[config.mk]
export PLATFORM = sky130hd
export DESIGN_NAME = safe_lockout_ctrl
export DESIGN_NICKNAME = d
export VERILOG_FILES = /design/src/rtl/safe_lockout_ctrl.sv
export SDC_FILE = /design/constraint.sdc
export NUM_CORES = 1
export LEC_CHECK = 0
export BUFFER_PORTS_ARGS = -buffer_cell sky130_fd_sc_hd__buf_2
export CORE_MARGIN = 2
export CORE_UTILIZATION = 35
export CTS_CLUSTER_DIAMETER = 80
export DETAILED_ROUTE_END_ITERATION = 10
export GPL_ROUTABILITY_DRIVEN = 0
export PLACE_DENSITY = 0.61
export SLEW_MARGIN = 20
export SYNTH_ARGS = -nofsm -noshare
export SYNTH_HDL_FRONTEND = slang
export SYNTH_SLANG_ARGS = --single-unit
[constraint.sdc]
create_clock -name clk -period 1.9 [get_ports clk]
set_clock_uncertainty 0.05 [all_clocks]
set_input_delay 0.095 -clock clk [delete_from_list [all_inputs] [get_ports clk]]
set_output_delay 0.095 -clock clk [all_outputs]
set_load 0.01 [all_outputs]
[src/rtl/safe_lockout_ctrl.sv]
// Attempt-outcome controller for the digital safe: timed door release,
// consecutive-failure counting, timed lockout and a sticky alarm.
module safe_lockout_ctrl #(
  parameter int MAX_FAIL    = 3,
  parameter int OPEN_CYCLES = 16,
  parameter int LOCK_CYCLES = 64,
  parameter int CW          = $clog2(MAX_FAIL + 1)
) (
  input  logic          clk,
  input  logic          rstn,
  input  logic          unlock_valid,
  input  logic          unlock,
  input  logic          incorrect,
  input  logic          alarm_ack,
  output logic          door_open,
  output logic          locked_out,
  output logic          alarm,
  output logic          entry_en,
  output logic [CW-1:0] fail_count
);

  localparam int TMAX = (OPEN_CYCLES > LOCK_CYCLES) ? OPEN_CYCLES : LOCK_CYCLES;
  localparam int TW   = (TMAX > 1) ? $clog2(TMAX) : 1;

  localparam logic [TW-1:0] OPEN_LOAD = TW'(OPEN_CYCLES - 1);
  localparam logic [TW-1:0] LOCK_LOAD = TW'(LOCK_CYCLES - 1);
  localparam logic [CW-1:0] FAIL_LAST = CW'(MAX_FAIL - 1);
  localparam logic [CW-1:0] FAIL_MAX  = CW'(MAX_FAIL);

  typedef enum logic [1:0] {
    IDLE    = 2'd0,
    OPEN    = 2'd1,
    LOCKOUT = 2'd2
  } state_t;

  state_t        r_state;
  logic [TW-1:0] r_tmr;
  logic [CW-1:0] r_fail_count;
  logic          r_door_open;
  logic          r_locked_out;
  logic          r_alarm;
  logic          r_entry_en;

  // Anything that is not a clean match counts as a failure.
  logic w_success;
  assign w_success = unlock & ~incorrect;

  always_ff @(posedge clk or negedge rstn) begin
    if (!rstn) begin
      r_state      <= IDLE;
      r_tmr        <= '0;
      r_fail_count <= '0;
      r_door_open  <= 1'b0;
      r_locked_out <= 1'b0;
      r_alarm      <= 1'b0;
      r_entry_en   <= 1'b1;
    end else begin
      // The lockout-entry set below overrides a same-cycle acknowledge.
      if (alarm_ack) begin
        r_alarm <= 1'b0;
      end

      case (r_state)
        IDLE: begin
          if (unlock_valid) begin
            if (w_success) begin
              r_state      <= OPEN;
              r_tmr        <= OPEN_LOAD;
              r_fail_count <= '0;
              r_door_open  <= 1'b1;
              r_entry_en   <= 1'b0;
            end else if (r_fail_count >= FAIL_LAST) begin
              r_state      <= LOCKOUT;
              r_tmr        <= LOCK_LOAD;
              r_fail_count <= FAIL_MAX;
              r_locked_out <= 1'b1;
              r_alarm      <= 1'b1;
              r_entry_en   <= 1'b0;
            end else begin
              r_fail_count <= r_fail_count + CW'(1);
            end
          end
        end

        OPEN: begin
          if (r_tmr == '0) begin
            r_state     <= IDLE;
            r_door_open <= 1'b0;
            r_entry_en  <= 1'b1;
          end else begin
            r_tmr <= r_tmr - TW'(1);
          end
        end

        LOCKOUT: begin
          if (r_tmr == '0) begin
            r_state      <= IDLE;
            r_fail_count <= '0;
            r_locked_out <= 1'b0;
            r_entry_en   <= 1'b1;
          end else begin
            r_tmr <= r_tmr - TW'(1);
          end
        end

        default: begin
          r_state      <= IDLE;
          r_tmr        <= '0;
          r_door_open  <= 1'b0;
          r_locked_out <= 1'b0;
          r_entry_en   <= 1'b1;
        end
      endcase
    end
  end

  assign door_open  = r_door_open;
  assign locked_out = r_locked_out;
  assign alarm      = r_alarm;
  assign entry_en   = r_entry_en;
  assign fail_count = r_fail_count;

endmodule
==> results of run 1 <==
worst paths after layout:
check | startpoint | to | slack, ns | cells past startpoint
hold / removal | unlock_valid | alarm$_DFF_PN0_ | 0.09 | 3
setup reg to reg | r_state[0]$_DFFE_PN0P_ | r_tmr[4]$_DFFE_PN0P_ | 0.08 | 6
setup / recovery | r_state[0]$_DFFE_PN0P_ | r_tmr[4]$_DFFE_PN0P_ | 0.08 | 6
min in group asynchronous | rstn | door_open$_DFFE_PN0P_ | 0.18 | 2
max in group asynchronous | rstn | entry_en$_DFFE_PN1P_ | 1.32 | 2
hold reg to reg | r_tmr[5]$_DFFE_PN0P_ | r_tmr[5]$_DFFE_PN0P_ | 0.48 | 2
state kept, by name, indices dropped and copies added, names as in the netlist:
register    flops
locked_out      1
door_open       1
entry_en        1
alarm           1
r_state         2
r_tmr           6
fail_count      2
cell usage after synthesis (all sizes together):
library cell  number  area (µm²)
dfrtp             13         325
ha                 6        75.1
a41oi              1        8.76
o22a               2        18.8
clkbuf             1        5.00
a21oi              4        20.0
dfstp              1        26.3
nor2               7        26.3
and2b              1        8.76
o31ai              4        30.0
or3                2        12.5
o211ai             2        15.0
nand3              2        10.0
o21ai              6        33.8
mux2i              3        30.0
nor2b              1        6.26
or2b               1        8.76
inv                9        33.8
a31oi              4        25.0
o22ai              2        18.8
nor4               1        6.26
nor3               3        20.0
nand2b             4        27.5
and3               1        11.3
nand2              7        28.8
or3b               1        8.76
nor4bb             1        10.0
nand4b             1        8.76
mux2               2        22.5
o32a               1        10.0
o41ai              1        8.76
nor3b              1        7.51
buf                3        26.3
a211o              1        10.0
critical path, stage by stage, from the launching register on:
cell and delay, ns:
dfrtp_1 0.40, inv_1 0.09, ha_1 0.29, inv_2 0.15
o22a_2 0.21, nand2_1 0.16, a211o_2 0.36
where the power goes:
part | internal [µW] | leakage, µW | switching (µW)
Sequential | 461 | 0.000170 | 138
Combinational | 579 | 0.000314 | 701
Clock | 117 | 0.0000210 | 103
stage by stage:
stage | hold WS (ns) | std cells | power [µW] | cell area [µm²]
2_1_floorplan | -0.251 | 100 | 1520 | 945
3_3_place_gp | -0.0406 | 141 | 1810 | 1040
5_1_grt | 0.105 | 148 | 2280 | 1110
3_5_place_dp | -0.0331 | 141 | 1820 | 1040
6_report | 0.0917 | 148 | 2100 | 1110
4_1_cts | 0.0732 | 147 | 2060 | 1090
logic make-up (layout without fill, tap and decap cells):
family / count (synthesis) / after routing / share of synthesized area, %
simple gates: 34 / 34 / 21.3
buf+inv: 13 / 31 / 6.89
compound gates: 28 / 28 / 21.1
flops: 14 / 14 / 37.2
fa+ha+maj: 6 / 6 / 7.95
mux: 5 / 5 / 5.56
timing repair:
item                                    in CTS  in global routing
hold endpoints to repair                    15                  0
setup buffers                                0                  1
resized for setup                            0                  4
hold buffers                                 2                  0
endpoints found under the setup margin       0                  2
layout make-up:
type / count / area, µm²
clock buffers: 4 / 36.3
fillers: 243 / 1410
inverters: 9 / 33.8
multi-input cells: 73 / 538
flip-flops and latches: 14 / 352
well taps: 30 / 37.5
repair buffers: 18 / 113
routing by layer:
| layer | GRT usage [%] | share of wire (%) |
|---|---|---|
| met2 | 21.3 | 47 |
| met5 | 0 | 0 |
| met3 | 5.12 | 3.8 |
| met1 | 17.9 | 48 |
| met4 | 3.74 | 1.4 |
==> reports/qor.txt, run 1 <==
Worst rel slew slack - 69.3%
Final Critical Period - 1.82 ns
Cell variety after synth - 42
Synth warn - 0
Initial antenna violation count - 0
Static leakage - 0.000505 µW
Die ar. - 3130 µm²
Clock Path Buffers - 2
Max frequency - 549 MHz
Total wire length - 2060 µm
Grt ovf - 0
MaxCap Viol Count - 0
DP Worst Slack - 0.0487 ns
1st-pass router iterations - 4
Register bit total from synthesis - 14
Core Region - 2520 µm²
# DRC - 0
Initial core utilization - 37.5%
WL/cell - 13.9 µm
Most common cell after layout, fill and taps aside - dfrtp_1
Sum Neg Setup Slack - 0 ns
Die X - 56.0 µm
Worst skew pair latency - 0.28 ns
Type of the worst setup path - flop to flop
CTS tree - built
Layout cells sized above 1 - 29.7%
Routed vias/inst - 5.70
RSZ-0062 raised after global routing - no
Sequential-to-total area share from yosys stat - 37.2%
Commonest non-fill, non-tap cells in the layout - dfrtp_1 (13), buf_2 (11), inv_1 (7), nor2_1 (7), nand2_1 (6)
CTS Sinks - 14
CTS Buf Count - 3
Critical path endpoint category - flop
Row count - 18
Via count - 844
All-Layer GR Usage - 13.7%
H-tree lvl count - 1
Antenna cells - 0
Mapped Area - 945 µm²
Run status - completed
IO Count - 12
Synthesis-to-finish area growth - 17.5%
Clock slew at reported path FFs - 0.09 ns
Clock root buffer - clkbuf_4
Largest net degree at the start of global routing - 15
Final Hold Vio Count - 0
DRT antenna net count - 0
Crit path max fanout - 6
Die Y - 56.0 µm
Crit path required time - 2.03 ns
Class of the worst hold path - input port to flop
Critical path arrival - 1.95 ns
Detail Placement HPWL - 1570 µm
Synth Instances - 100
Type of origin of the critical path - flop
Fin crit share - 95.9%
Global-route wire length before repair - 3410 µm
Peak supply drop - 1.14 mV
Worst-margin pin slew - 0.457 ns
Port bufs - 11
DR iter-0 viols - 25
Syn Nets - 112
Vias in the first global route - 759
# setup viols final - 0
Mean area per synthesized cell - 9.45 µm²
Slew Limit Fails - 0
Cell area power density - 1890 nW/µm²
Fin nets - 131
Final core occ - 44.0%
Final WS setup - 0.0788 ns
Power figures use the tool's default switching activity.
==> run 2, diff against run 1 <==
- HOLD_SLACK_MARGIN: not set -> 0.02
- PLACE_DENSITY: 0.61 -> 0.59
- clock period: 1.9 -> 2.1 ns (I/O delays scaled with it)
==> run 2 against run 1 <==
Non-clock buffer count is 3 lower. Power is 14% lower. Utilization decreased by 1.6 points. Highest routed layer unchanged.
==> reports/qor.txt, run 2 (same netlist as run 1, synthesis figures left out) <==
Grt ovf - 0
Type of origin of the critical path - flop
Final Critical Period - 1.86 ns
Slowest cell on the critical path - dfrtp_1
Most common cell after layout, fill and taps aside - dfrtp_1
CTS Sinks - 14
Crit path required time - 2.22 ns
Fin crit share - 88.7%
H-tree lvl count - 1
Largest net degree at the start of global routing - 15
CTS tree - built
Layout cells sized above 1 - 25.2%
Core Region - 2520 µm²
Max frequency - 537 MHz
Initial antenna violation count - 0
Clock Path Buffers - 2
Clock root buffer - clkbuf_4
Worst-margin pin slew - 0.545 ns
Worst hold margin - 0.110 ns
# setup viols final - 0
Via count - 789
Static leakage - 0.000487 µW
Run status - completed
Row count - 18
Antenna cells - 0
Port bufs - 11
Cell repeated most along the worst path - inv_1
IO Count - 12
Worst rel slew slack - 63.4%
# DRC - 0
Die ar. - 3130 µm²
CTS Buf Count - 3
Die X - 56.0 µm
Max reg flops - 6
WL/cell - 14.4 µm
RSZ-0062 raised after global routing - no
DRT antenna net count - 0
Crit-path leading delay family - compound AO/OA/AOI/OAI gates
Detail Placement HPWL - 1570 µm
Type of the worst setup path - flop to flop
Postcts setup bufs - 0
MaxCap Viol Count - 0
Routed vias/inst - 5.44
Largest Register - r_tmr
Total wire length - 2090 µm
Worst skew pair latency - 0.28 ns
Synthesis-to-finish area growth - 13.2%
Delay of the slowest critical-path stage - 0.41 ns
Global-route wire length before repair - 3710 µm
# fillers - 262
DR iter-0 viols - 28
Commonest non-fill, non-tap cells in the layout - dfrtp_1 (13), buf_2 (11), inv_1 (9)
Cell area power density - 1690 nW/µm²
Slew Limit Fails - 0
Class of the worst hold path - input port to flop
All-Layer GR Usage - 15.1%
Sum Neg Setup Slack - 0 ns
Die Y - 56.0 µm
Final Hold Vio Count - 0
Peak supply drop - 0.985 mV
Critical path endpoint category - flop
CP bufs+invs - 2
Vias in the first global route - 779
Crit path max fanout - 8
1st-pass router iterations - 4
Fin nets - 128
Critical path arrival - 1.98 ns
Initial core utilization - 37.5%
CP Cell Sequence - inv_1 -> ha_2 -> inv_1 -> o22ai_2 -> o41ai_1 -> a211o_2
Clock slew at reported path FFs - 0.09 ns
[run 2: cell types whose count changed in the layout (fill, tap and decap cells not counted), sizes merged]
cell	delta
buf	-3
[run 2: per-layer routing]
metal | up-vias | track usage, % | wire, µm
met5 | - | 0 | 0
met4 | 0 | 5.10 | 15
met3 | 2 | 2.79 | 55
met2 | 11 | 23.6 | 988
met1 | 381 | 21.0 | 1030
li1 | 395 | - | -
[run 2: final timing paths]
check,start,endpoint,slack [ns],depth (start not counted)
worst max-delay path,r_state[0]$_DFFE_PN0P_,r_tmr[4]$_DFFE_PN0P_,0.24,6
worst min-delay path,unlock_valid,alarm$_DFF_PN0_,0.11,3
worst max register to register,r_state[0]$_DFFE_PN0P_,r_tmr[4]$_DFFE_PN0P_,0.24,6
worst min register to register,locked_out$_DFFE_PN0P_,locked_out$_DFFE_PN0P_,0.46,1
max in group asynchronous,rstn,entry_en$_DFFE_PN1P_,1.51,2
min in group asynchronous,rstn,r_tmr[4]$_DFFE_PN0P_,0.20,2
[run 2: area by class of cell]
type                    count  area, µm²  share of cell area, %
well taps                  30       37.5                   3.51
multi-input cells          73        531                   49.6
inverters                   9       33.8                   3.16
repair buffers             15       90.1                   8.42
clock buffers               4       26.3                   2.46
flip-flops and latches     14        352                   32.9
[run 2: what timing repair did]
| item | 4_1_cts | 5_1_grt |
|---|---|---|
| endpoints found under the setup margin | 0 | 1 |
| hold buffers | 2 | 0 |
| endpoints found under the hold margin | 15 | 0 |
| resized for setup | 0 | 1 |
[run 2: through the flow]
step	cells	instance area [µm²]	util (%)	setup WS, ns	total power (µW)
3_3_place_gp	139	1020	40.5	0.261	1620
6_report	145	1070	42.4	0.238	1810
4_1_cts	145	1070	42.3	0.135	1810
2_1_floorplan	100	945	-	0.330	1370
5_1_grt	145	1070	42.4	0.119	2000
3_5_place_dp	139	1020	40.5	0.176	1630
[run 2: worst min-delay path, delay by kind of cell]
kind / cells / cell delay [ns]
compound gates: 1 / 0.07
simple gates: 1 / 0.09
buf+inv: 1 / 0.14
[run 2: report_power, final]
group          switching (µW)  total [µW]  internal, µW
Sequential                113         531           417
Combinational             621        1120           495
Clock                    91.2         165          73.6
Total                     825        1810           985
==> run 3, diff against run 2 <==
- CTS_CLUSTER_SIZE: not set -> 14
- RECOVER_POWER: not set -> 50
==> run 3 against run 2 <==
Clock power about the same. Flip-flop and latch count stayed put. Highest routed layer unchanged. Sequential power hardly changed. Die area stayed put. Critical endpoint unchanged.
==> reports/qor.txt, run 3 (same netlist as run 1, synthesis figures left out) <==
IO Count - 12
Row count - 18
Clock root buffer - clkbuf_4
Hold EP - alarm$_DFF_PN0_
Final Hold Vio Count - 0
Static leakage - 0.000473 µW
Area after DPL - 1020 µm²
NetSw - 826 µW
Hold depth - 3
Sum Neg Setup Slack - 0 ns
Max reg flops - 6
Slew Limit Fails - 0
# setup viols final - 0
Peak supply drop - 0.985 mV
Worst rel slew slack - 47.3%
R2R Path Start - r_state[0]$_DFFE_PN0P_
Core Region - 2520 µm²
Final instance area - 1060 µm²
Vias in the first global route - 779
Commonest non-fill, non-tap cells in the layout - dfrtp_1 (13), inv_1 (9), nor2_1 (7), buf_2 (7), nand2_1 (6)
Layout cells sized above 1 - 21.7%
Critical path endpoint category - flop
CTS Sinks - 14
Postcts setup bufs - 0
DR iter-0 viols - 22
DRT antenna net count - 0
Die ar. - 3130 µm²
Type of origin of the critical path - flop
CTS Buf Count - 3
Fin crit share - 88.7%
CTS tree - built
Internal power - 979 µW
Reg2reg setup slack - 0.24 ns
Routed vias/inst - 5.44
Worst skew pair latency - 0.28 ns
Via count - 789
Crit path max fanout - 8
1st-pass router iterations - 4
Most common cell after layout, fill and taps aside - dfrtp_1
Die X - 56.0 µm
Logic pwr share - 61.4%
R2R Path End - r_tmr[4]$_DFFE_PN0P_
Total wire length - 2080 µm
Type of the worst setup path - flop to flop
Class of the worst hold path - input port to flop
H-tree lvl count - 1
Largest Register - r_tmr
Grt ovf - 0
Clock slew at reported path FFs - 0.09 ns
RSZ-0062 raised after global routing - no
Run status - completed
Clock Path Buffers - 2
Crit path required time - 2.22 ns
Port bufs - 11
All-Layer GR Usage - 15.1%
Critical path arrival - 1.98 ns
Initial antenna violation count - 0
# DRC - 0
Max frequency - 537 MHz
Final Critical Period - 1.86 ns
Initial core utilization - 37.5%
Antenna cells - 0
Synthesis-to-finish area growth - 12.7%
Largest net degree at the start of global routing - 15
MaxCap Viol Count - 0
Cell area power density - 1690 nW/µm²
Fin nets - 128
Hold Startpoint - unlock_valid
Clk network pwr share - 9.1%
Global-route wire length before repair - 3710 µm
Detail Placement HPWL - 1570 µm
Worst-margin pin slew - 0.791 ns
Sequential share of power - 29.4%
Die Y - 56.0 µm
Final core occ - 42.2%
Switching share of power - 45.8%
WL/cell - 14.4 µm
Reg2Reg Depth - 6
[run 3: cell types whose count changed in the layout (fill, tap and decap cells not counted)]
cell,previous run,this run
buf_2,11,7
clkbuf_1,1,5
[run 3: cell type report]
cell class | instances | area [µm²]
flip-flops and latches | 14 | 352
clock buffers | 4 | 26.3
multi-input cells | 73 | 531
well taps | 30 | 37.5
inverters | 9 | 33.8
repair buffers | 15 | 85.1
fillers | 263 | 1460
[run 3: worst max-delay path, cell delays in order, from the launching register on]
cell and delay (ns):
dfrtp_1 0.41, inv_1 0.11, ha_2 0.29, inv_1 0.15, o22ai_2 0.35, o41ai_1 0.13
a211o_2 0.28
[run 3: power by group through the flow]
stage | Combinational [µW] | Sequential, µW | Clock [µW]
4_1_cts | 1110 | 532 | 173
6_report | 1110 | 531 | 165
3_3_place_gp | 1090 | 532 | 0
3_5_place_dp | 1100 | 537 | 0
2_1_floorplan | 834 | 538 | 0
5_1_grt | 1250 | 554 | 188
[run 3: metrics by stage]
stage | cells | power, µW | hold slack [ns] | worst slack (ns)
after floorplan | 100 | 1370 | -0.241 | 0.330
after global placement | 139 | 1620 | -0.0264 | 0.261
after detailed placement | 139 | 1630 | -0.0214 | 0.176
after CTS | 145 | 1810 | 0.0943 | 0.135
after global routing | 145 | 2000 | 0.127 | 0.119
final | 145 | 1800 | 0.110 | 0.238
[run 3: per-layer routing]
layer | track usage (%) | up-vias | share of wire, %
met5 | 0 | - | 0
met2 | 23.6 | 11 | 47
met3 | 2.79 | 2 | 2.6
met1 | 21.0 | 381 | 49
li1 | - | 395 | -
met4 | 5.10 | 0 | 0.72
[run 3: how the worst max path moves through the flow]
stage                                 from                   end  slack [ns]  cells after the start
CTS                 r_state[0]$_DFFE_PN0P_  r_tmr[4]$_DFFE_PN0P_        0.14                      6
global placement    r_state[0]$_DFFE_PN0P_  r_tmr[4]$_DFFE_PN0P_        0.26                      6
finish              r_state[0]$_DFFE_PN0P_  r_tmr[4]$_DFFE_PN0P_        0.24                      6
global route        r_state[0]$_DFFE_PN0P_  r_tmr[4]$_DFFE_PN0P_        0.12                      6
detailed placement  r_state[0]$_DFFE_PN0P_  r_tmr[4]$_DFFE_PN0P_        0.18                      6
floorplan           r_state[0]$_DFFE_PN0P_  r_tmr[4]$_DFFE_PN0P_        0.33                      7
[run 3: timing repair]
action,in CTS,in global routing
hold endpoints to repair,15,0
hold buffers,2,0
setup endpoints to repair,0,1
resized for setup,0,1
